--- config.mk ---
export PLATFORM = sky130hd
export DESIGN_NAME = mdu_issue_queue
export DESIGN_NICKNAME = d
export VERILOG_FILES = /design/src/rtl/mdu_issue_queue_pkg.sv /design/src/rtl/mdu_wb_reservation.sv /design/src/rtl/mdu_issue_queue.sv
export SDC_FILE = /design/constraint.sdc
export NUM_CORES = 1
export LEC_CHECK = 0
export CORE_ASPECT_RATIO = 2
export CORE_MARGIN = 5
export CORE_UTILIZATION = 38
export CTS_BUF_LIST = sky130_fd_sc_hd__clkbuf_4
export DETAILED_ROUTE_END_ITERATION = 7
export DONT_BUFFER_PORTS = 1
export PLACE_DENSITY = 0.57
export RECOVER_POWER = 25
export SLEW_MARGIN = 20
export SYNTH_ARGS = -nofsm -noshare
export SYNTH_HDL_FRONTEND = slang
export SYNTH_SLANG_ARGS = --single-unit
--- constraint.sdc ---
create_clock -name clk -period 10.9 [get_ports clk]
set_input_delay 0 -clock clk [delete_from_list [all_inputs] [get_ports clk]]
set_output_delay 0 -clock clk [all_outputs]
set_load 0.005 [all_outputs]
--- src/rtl/mdu_issue_queue_pkg.sv ---
// Shared types and constants for the MDU issue queue.
// Latencies derive from MDU_MUL_CYCLE / MDU_DIV_CYCLE, which normally come
// from the shared defines; local fallbacks keep this slice self-contained.
`ifndef MDU_MUL_CYCLE
`define MDU_MUL_CYCLE 2
`endif
`ifndef MDU_DIV_CYCLE
`define MDU_DIV_CYCLE 3
`endif

package mdu_issue_queue_pkg;

   localparam int PRF_W    = 6;
   localparam int IQ_DEPTH = 4;
   localparam int IQ_NWAKE = 4;
   localparam int MUL_LAT  = `MDU_MUL_CYCLE + 1;
   localparam int DIV_LAT  = `MDU_DIV_CYCLE + 1;
   localparam int RSV_LEN  = DIV_LAT + 2;
   localparam int LAT_W    = $clog2(RSV_LEN);

   typedef logic [PRF_W-1:0] PRFNum;

   typedef enum logic [3:0] {
      NOP_U     = 4'd0,
      MULTHI_U  = 4'd1,
      MULTUHI_U = 4'd2,
      MULTLO_U  = 4'd3,
      MULTULO_U = 4'd4,
      DIVHI_U   = 4'd5,
      DIVUHI_U  = 4'd6,
      DIVLO_U   = 4'd7,
      DIVULO_U  = 4'd8
   } uop_e;

   typedef struct packed {
      uop_e        uOP;
      logic        valid;
      PRFNum       rs0;
      PRFNum       rs1;
      PRFNum       rd;
      logic [7:0]  id;
   } UOPBundle;

   typedef struct packed {
      UOPBundle    hi;
      UOPBundle    lo;
      logic [1:0]  rdy;
   } MDUIQEntry;

   localparam UOPBundle NOP_UOP = '{uOP: NOP_U, valid: 1'b0, rs0: 6'd0,
                                    rs1: 6'd0, rd: 6'd0, id: 8'd0};

   // HI-writeback latency of a pair, selected by its HI uop.
   function automatic logic [LAT_W-1:0] wb_lat(input uop_e op);
      case (op)
         DIVHI_U, DIVUHI_U: wb_lat = LAT_W'(DIV_LAT);
         default:           wb_lat = LAT_W'(MUL_LAT);
      endcase
   endfunction

endpackage

--- src/rtl/mdu_wb_reservation.sv ---
// Writeback-slot reservation vector for fixed-latency units sharing one
// writeback port. Bit k marks a booked slot; the vector shifts toward bit 0
// each cycle. A query reports whether slots L and L+1 are both free; a set
// books L and L+1 after the shift. Only reset clears it.
module mdu_wb_reservation #(
   parameter int LEN   = 6,
   parameter int LAT_W = 3
) (
   input  logic             clk,
   input  logic             rst,
   input  logic [LAT_W-1:0] query_lat,
   output logic             query_free,
   input  logic             set_en,
   input  logic [LAT_W-1:0] set_lat
);

   logic [LEN-1:0] rsv_q;
   logic [LEN-1:0] rsv_d;
   logic [LEN-1:0] query_mask_s;
   logic [LEN-1:0] set_mask_s;

   // Two-slot mask covering the HI and LO writeback of one pair.
   function automatic logic [LEN-1:0] pair_mask(input logic [LAT_W-1:0] lat);
      for (int k = 0; k < LEN; k++) begin
         pair_mask[k] = ({1'b0, lat} == (LAT_W+1)'(k)) ||
                        (({1'b0, lat} + (LAT_W+1)'(1)) == (LAT_W+1)'(k));
      end
   endfunction

   // Query the current vector and compute the shifted, newly booked vector.
   always_comb begin
      query_mask_s = pair_mask(query_lat);
      set_mask_s   = pair_mask(set_lat);
      query_free   = ~|(rsv_q & query_mask_s);
      if (set_en) begin
         rsv_d = {1'b0, rsv_q[LEN-1:1]} | set_mask_s;
      end else begin
         rsv_d = {1'b0, rsv_q[LEN-1:1]};
      end
   end

   // Reservation state register.
   always_ff @(posedge clk or posedge rst) begin
      if (rst) begin
         rsv_q <= {LEN{1'b0}};
      end else begin
         rsv_q <= rsv_d;
      end
   end

endmodule

--- src/rtl/mdu_issue_queue.sv ---
// In-order issue queue for MDU HI/LO micro-op pairs. Tracks source readiness
// from PRF wakeups, drives head PRF read addresses and issues the head pair
// only when its two writeback slots are free.
// Optional feature: define MDU_IQ_BYPASS_EN to let a fully ready pair skip
// an empty queue and issue in the cycle it is enqueued.
module mdu_issue_queue
   import mdu_issue_queue_pkg::*;
#(
   parameter int DEPTH = IQ_DEPTH,
   parameter int NWAKE = IQ_NWAKE
) (
   input  logic                   clk,
   input  logic                   rst,
   input  logic                   flush,
   input  logic                   enq_valid,
   output logic                   enq_ready,
   input  UOPBundle               enq_hi,
   input  UOPBundle               enq_lo,
   input  logic [1:0]             enq_rs_rdy,
   input  logic [NWAKE-1:0]       wk_valid,
   input  logic [NWAKE*PRF_W-1:0] wk_preg,
   output PRFNum                  prf_raddr0,
   output PRFNum                  prf_raddr1,
   output UOPBundle               iss_hi,
   output UOPBundle               iss_lo
);

   localparam int IDX_W = $clog2(DEPTH);
   localparam int PTR_W = IDX_W + 1;

   MDUIQEntry        ent_q [DEPTH];
   MDUIQEntry        ent_d [DEPTH];
   logic [PTR_W-1:0] head_q, head_d;
   logic [PTR_W-1:0] tail_q, tail_d;
   UOPBundle         iss_hi_q, iss_hi_d;
   UOPBundle         iss_lo_q, iss_lo_d;

   MDUIQEntry        head_ent_s;
   logic             full_s;
   logic             empty_s;
   logic [1:0]       enq_rdy_s;
   logic [LAT_W-1:0] query_lat_s;
   logic             rsv_free_s;
   logic             can_issue_s;
   logic             bypass_s;
   logic             issue_s;
   logic             do_enq_s;

   // A source is ready when it is $0 or named by any valid wakeup port.
   function automatic logic src_woken(input PRFNum preg,
                                      input logic [NWAKE-1:0] vld,
                                      input logic [NWAKE*PRF_W-1:0] pregs);
      src_woken = (preg == {PRF_W{1'b0}});
      for (int i = 0; i < NWAKE; i++) begin
         src_woken = src_woken | (vld[i] && (pregs[i*PRF_W +: PRF_W] == preg));
      end
   endfunction

   // Queue status, head view, latency query and PRF read addresses.
   always_comb begin
      head_ent_s   = ent_q[head_q[IDX_W-1:0]];
      empty_s      = (head_q == tail_q);
      full_s       = (head_q[IDX_W-1:0] == tail_q[IDX_W-1:0]) &&
                     (head_q[IDX_W] != tail_q[IDX_W]);
      enq_ready    = !full_s;
      enq_rdy_s[0] = enq_rs_rdy[0] | src_woken(enq_hi.rs0, wk_valid, wk_preg);
      enq_rdy_s[1] = enq_rs_rdy[1] | src_woken(enq_hi.rs1, wk_valid, wk_preg);
`ifdef MDU_IQ_BYPASS_EN
      if (empty_s) begin
         query_lat_s = wb_lat(enq_hi.uOP);
         prf_raddr0  = enq_hi.rs0;
         prf_raddr1  = enq_hi.rs1;
      end else begin
         query_lat_s = wb_lat(head_ent_s.hi.uOP);
         prf_raddr0  = head_ent_s.hi.rs0;
         prf_raddr1  = head_ent_s.hi.rs1;
      end
`else
      query_lat_s = wb_lat(head_ent_s.hi.uOP);
      prf_raddr0  = head_ent_s.hi.rs0;
      prf_raddr1  = head_ent_s.hi.rs1;
`endif
   end

   // Issue, bypass and enqueue decisions for this cycle.
   always_comb begin
      can_issue_s = !empty_s && (&head_ent_s.rdy) && rsv_free_s && !flush;
`ifdef MDU_IQ_BYPASS_EN
      bypass_s    = empty_s && enq_valid && (enq_rs_rdy == 2'b11) &&
                    rsv_free_s && !flush;
`else
      bypass_s    = 1'b0;
`endif
      issue_s     = can_issue_s | bypass_s;
      do_enq_s    = enq_valid && !full_s && !flush && !bypass_s;
   end

   // Next-state: sticky wakeups, enqueue write, pointer moves, issue register.
   always_comb begin
      for (int i = 0; i < DEPTH; i++) begin
         ent_d[i]        = ent_q[i];
         ent_d[i].rdy[0] = ent_q[i].rdy[0] | src_woken(ent_q[i].hi.rs0, wk_valid, wk_preg);
         ent_d[i].rdy[1] = ent_q[i].rdy[1] | src_woken(ent_q[i].hi.rs1, wk_valid, wk_preg);
      end
      if (do_enq_s) begin
         ent_d[tail_q[IDX_W-1:0]] = '{hi: enq_hi, lo: enq_lo, rdy: enq_rdy_s};
      end else begin
         ent_d[tail_q[IDX_W-1:0]] = ent_d[tail_q[IDX_W-1:0]];
      end

      if (can_issue_s) begin
         head_d   = head_q + PTR_W'(1);
         iss_hi_d = head_ent_s.hi;
         iss_lo_d = head_ent_s.lo;
      end else if (bypass_s) begin
         head_d   = head_q;
         iss_hi_d = enq_hi;
         iss_lo_d = enq_lo;
      end else begin
         head_d   = head_q;
         iss_hi_d = NOP_UOP;
         iss_lo_d = NOP_UOP;
      end

      // Flush empties the queue by collapsing tail onto the current head.
      if (flush) begin
         tail_d = head_q;
      end else if (do_enq_s) begin
         tail_d = tail_q + PTR_W'(1);
      end else begin
         tail_d = tail_q;
      end
   end

   // Queue storage, pointers and issue registers.
   always_ff @(posedge clk or posedge rst) begin
      if (rst) begin
         for (int i = 0; i < DEPTH; i++) begin
            ent_q[i] <= {$bits(MDUIQEntry){1'b0}};
         end
         head_q   <= {PTR_W{1'b0}};
         tail_q   <= {PTR_W{1'b0}};
         iss_hi_q <= NOP_UOP;
         iss_lo_q <= NOP_UOP;
      end else begin
         ent_q    <= ent_d;
         head_q   <= head_d;
         tail_q   <= tail_d;
         iss_hi_q <= iss_hi_d;
         iss_lo_q <= iss_lo_d;
      end
   end

   assign iss_hi = iss_hi_q;
   assign iss_lo = iss_lo_q;

   // Writeback slots survive flush because in-flight MDU ops still retire.
   mdu_wb_reservation #(
      .LEN   (RSV_LEN),
      .LAT_W (LAT_W)
   ) u_wb_rsv (
      .clk        (clk),
      .rst        (rst),
      .query_lat  (query_lat_s),
      .query_free (rsv_free_s),
      .set_en     (issue_s),
      .set_lat    (query_lat_s)
   );

endmodule

==> flow_metrics.tcl <==
set metrics [dict create \
    slew_headroom_pct -233.7 \
    max_freq_mhz 189.1 \
    die_h_um 321.5 \
    p_per_area_nw_per_um2 288.4 \
    cts.path.max_buffers 3 \
    worst-path-max-fanout 90 \
    post-place-ws_ns 6.883 \
    cts_max_level 3 \
    fin_area_um2 21030 \
    synth_edf_count 0 \
    num_io_pins 171 \
    drv_slew 189 \
    vias_per_cell 5.594 \
    initial_core_util_pct 38.24 \
    ys_seq_area_share_pct 44.39 \
    num_rows 114 \
    grt_setup_unrepaired "false" \
    synthesis.area_um2 18440 \
    areaGrowthSynthToFinish_pct 14.06 \
    status "finished, violations left" \
    numClockSinks 327 \
    die_w_um 165.7 \
    syn_area_per_cell_um2 10.73 \
    ys.flop_type "dfrtp_1" \
    antenna_found_initial 3 \
    core-area_um2 48210 \
    n_fill_cell 4675 \
    startpoint_type "primary input" \
    post-route-drc-count 0 \
    path_class "in2async" \
    timing.final.crit_share_pct 48.52 \
    critical_path.cell_chain "dlygate4sd3_1 -> dlygate4sd3_1 -> clkinvlp_2 -> clkbuf_1" \
    skew_ns 0.04339 \
    drt-pass1-iter-count 7 \
    grt_start_max_net_pins 179 \
    ys_warn_count 0 \
    hold_viol_final 0 \
    wl_um 56500 \
    layout_setup_ws_ns 5.612 \
    drive_gt1_share_pct 15.46 \
    slowest_delay_ns 3.55 \
    setup_viol 0 \
    place_congestion 0.9349 \
    clock_latency_ns 0.77 \
    grt_pass1_wl_um 88060 \
    cts.reportedPaths.clkPinSlew_ns 0.07 \
    fin_setup_tns_ns 0 \
    arrival_ns 4.94 \
    finalNetCount 1863 \
    required_ns 10.55 \
    post_dp_cell_area_um2 18600 \
    violations "max-capacitance violations, max-slew violations" \
    p_leak_nw 8.114 \
    drv_cap 3 \
    synth_fp_nets 1819 \
    worst_slew_pin_slew_ns 5.005 \
    grt_pass1_vias 14670 \
    dieArea_um2 53290 \
    cpMaxStageDelayCell "clkbuf_1" \
    vias 13760 \
    final_antenna_net_count 0 \
    initialDrtViolationCount 837 \
    grt.overflow.total 0 \
    async_reset_ff_share_pct 100.0 \
    grtUsageTotal_pct 21.07 \
    port-buffer-count 0 \
    end_kind "asynchronous set/reset pin" \
    min_period_ns 5.288 \
    root_buffer "clkbuf_4" \
    hp-class "in2reg" \
    vdd_ir_drop_max_mv 0.1494 \
    syn_inst 1718 \
    numCtsBuffers 79 \
    dpl.hpwl_um 34960 \
    synth_cell_types 46 \
    ys_ff_latch 327 \
    cp_common_cell "dlygate4sd3_1" \
    wire_per_inst_um 22.97 \
    cts_tree "yes" \
]
## cell type report
type                            count  area [um2]  area share (%)
Antenna cell                        4       10.01         0.04760
Clock buffer                      117       878.3           4.177
Clock inverter                     20       130.1          0.6189
Inverter                           10       38.79          0.1845
Multi-Input combinational cell   1191        9465           45.02
Sequential cell                   327        8198           38.99
Tap cell                          638       798.3           3.796
Timing Repair Buffer              153        1508           7.171
## cells in the mapped netlist, drive strengths merged (2+ instances only)
| cell type | number | area, um2 |
|---|---|---|
| ha | 5 | 62.56 |
| a21oi | 255 | 1276 |
| nor2 | 267 | 1002 |
| xnor2 | 146 | 1286 |
| nor3b | 3 | 22.52 |
| and3 | 5 | 31.28 |
| nand3 | 8 | 40.04 |
| inv | 10 | 37.54 |
| nor3 | 19 | 95.09 |
| clkbuf | 146 | 548.0 |
| nand4 | 42 | 262.8 |
| mux2i | 67 | 670.6 |
| o21ai | 9 | 48.80 |
| nand2 | 13 | 48.80 |
| or3 | 2 | 12.51 |
| nor4 | 37 | 231.5 |
| mux4 | 125 | 2815 |
| xor2 | 101 | 884.6 |
| buf | 44 | 261.5 |
| nor2b | 58 | 362.9 |
| a221oi | 4 | 35.03 |
| o2111ai | 2 | 17.52 |
| and3b | 2 | 17.52 |
| or4 | 5 | 37.54 |
| dfrtp | 327 | 8183 |
## critical path: cells and delay by family
kind | cells | cell delay [ns]
buffers and inverters | 4 | 4.90
## cells by family (layout without fill, tap and decap cells)
family	Yosys count	count (layout)	synth area share [%]
fa+ha+maj	5	5	0.3394
buf+inv	200	300	4.595
other cells	0	4	0
simple gates	466	466	11.95
compound gates	280	280	7.961
xor+xnor	247	247	11.78
flops	327	327	44.39
mux	193	193	18.99
## registers in the layout, indices dropped and copies added, names as in the netlist
register,cells
head_q,3
u_wb_rsv.rsv_q,3
iss_hi,31
tail_q,3
ent_q,256
iss_lo,31
## routing by layer
layer | share of wire (%) | GRT usage (%) | vias to the layer above
met5 | 0 | 0 | -
met4 | 5.3 | 11.61 | 0
met3 | 6.0 | 4.396 | 195
met2 | 52 | 37.02 | 584
met1 | 37 | 23.89 | 6838
li1 | - | - | 6144
## layout by cell type (no fill, tap or decap), types with 13 or more instances in the layout
cell type / n
nor2b_1: 58
a21oi_1: 255
dlygate4sd3_1: 140
mux2i_1: 67
nor2_1: 267
nor3_1: 19
nand4_1: 42
nand2_1: 13
dfrtp_1: 323
xor2_1: 101
xnor2_1: 145
mux4_2: 125
nor4_1: 37
clkbuf_4: 117
## final timing paths
kind                                              from                     endpoint  slack, ns  cells past startpoint
hold reg to reg            u_wb_rsv.rsv_q[5]$_DFF_PP0_  u_wb_rsv.rsv_q[5]$_DFF_PP0_       0.48                      1
max in group clk                 tail_q[1]$_DFFE_PP0P_           ent_q[0]$_DFF_PP0_       6.41                      8
min in group asynchronous                          rst        ent_q[62]$_DFFE_PP0P_       1.35                      4
setup reg to reg                 tail_q[1]$_DFFE_PP0P_           ent_q[0]$_DFF_PP0_       6.41                      8
hold / removal                               enq_lo[0]        ent_q[66]$_DFFE_PP0P_       0.11                      3
setup / recovery                                   rst         ent_q[6]$_DFFE_PP0P_       5.61                      4
## through the flow
stage	hold WS, ns	cells	utilization (%)	power (mW)
5_1_grt	0.04471	2458	43.60	6.517
2_1_floorplan	0.2661	1718	-	4.235
4_1_cts	0.001494	2455	43.64	6.148
3_3_place_gp	-0.001738	2177	38.58	4.822
3_5_place_dp	0.001198	2177	38.58	4.917
6_report	0.1069	2460	43.61	6.065
## where the power goes
part / total, mW / internal, mW / switching (mW) / leakage [nW]
sequential: 2.29 / 1.66 / 0.627 / 3.54
combinational: 2.75 / 1.36 / 1.39 / 3.98
clock: 1.02 / 0.518 / 0.506 / 0.600
total: 6.06 / 3.54 / 2.53 / 8.11
## timing repair
item	CTS	global route
setup buffers	0	0
resized for setup	0	0
hold buffers	141	0
endpoints found under the hold margin	564	0
No activity file was read; power rests on OpenSTA's default activity.
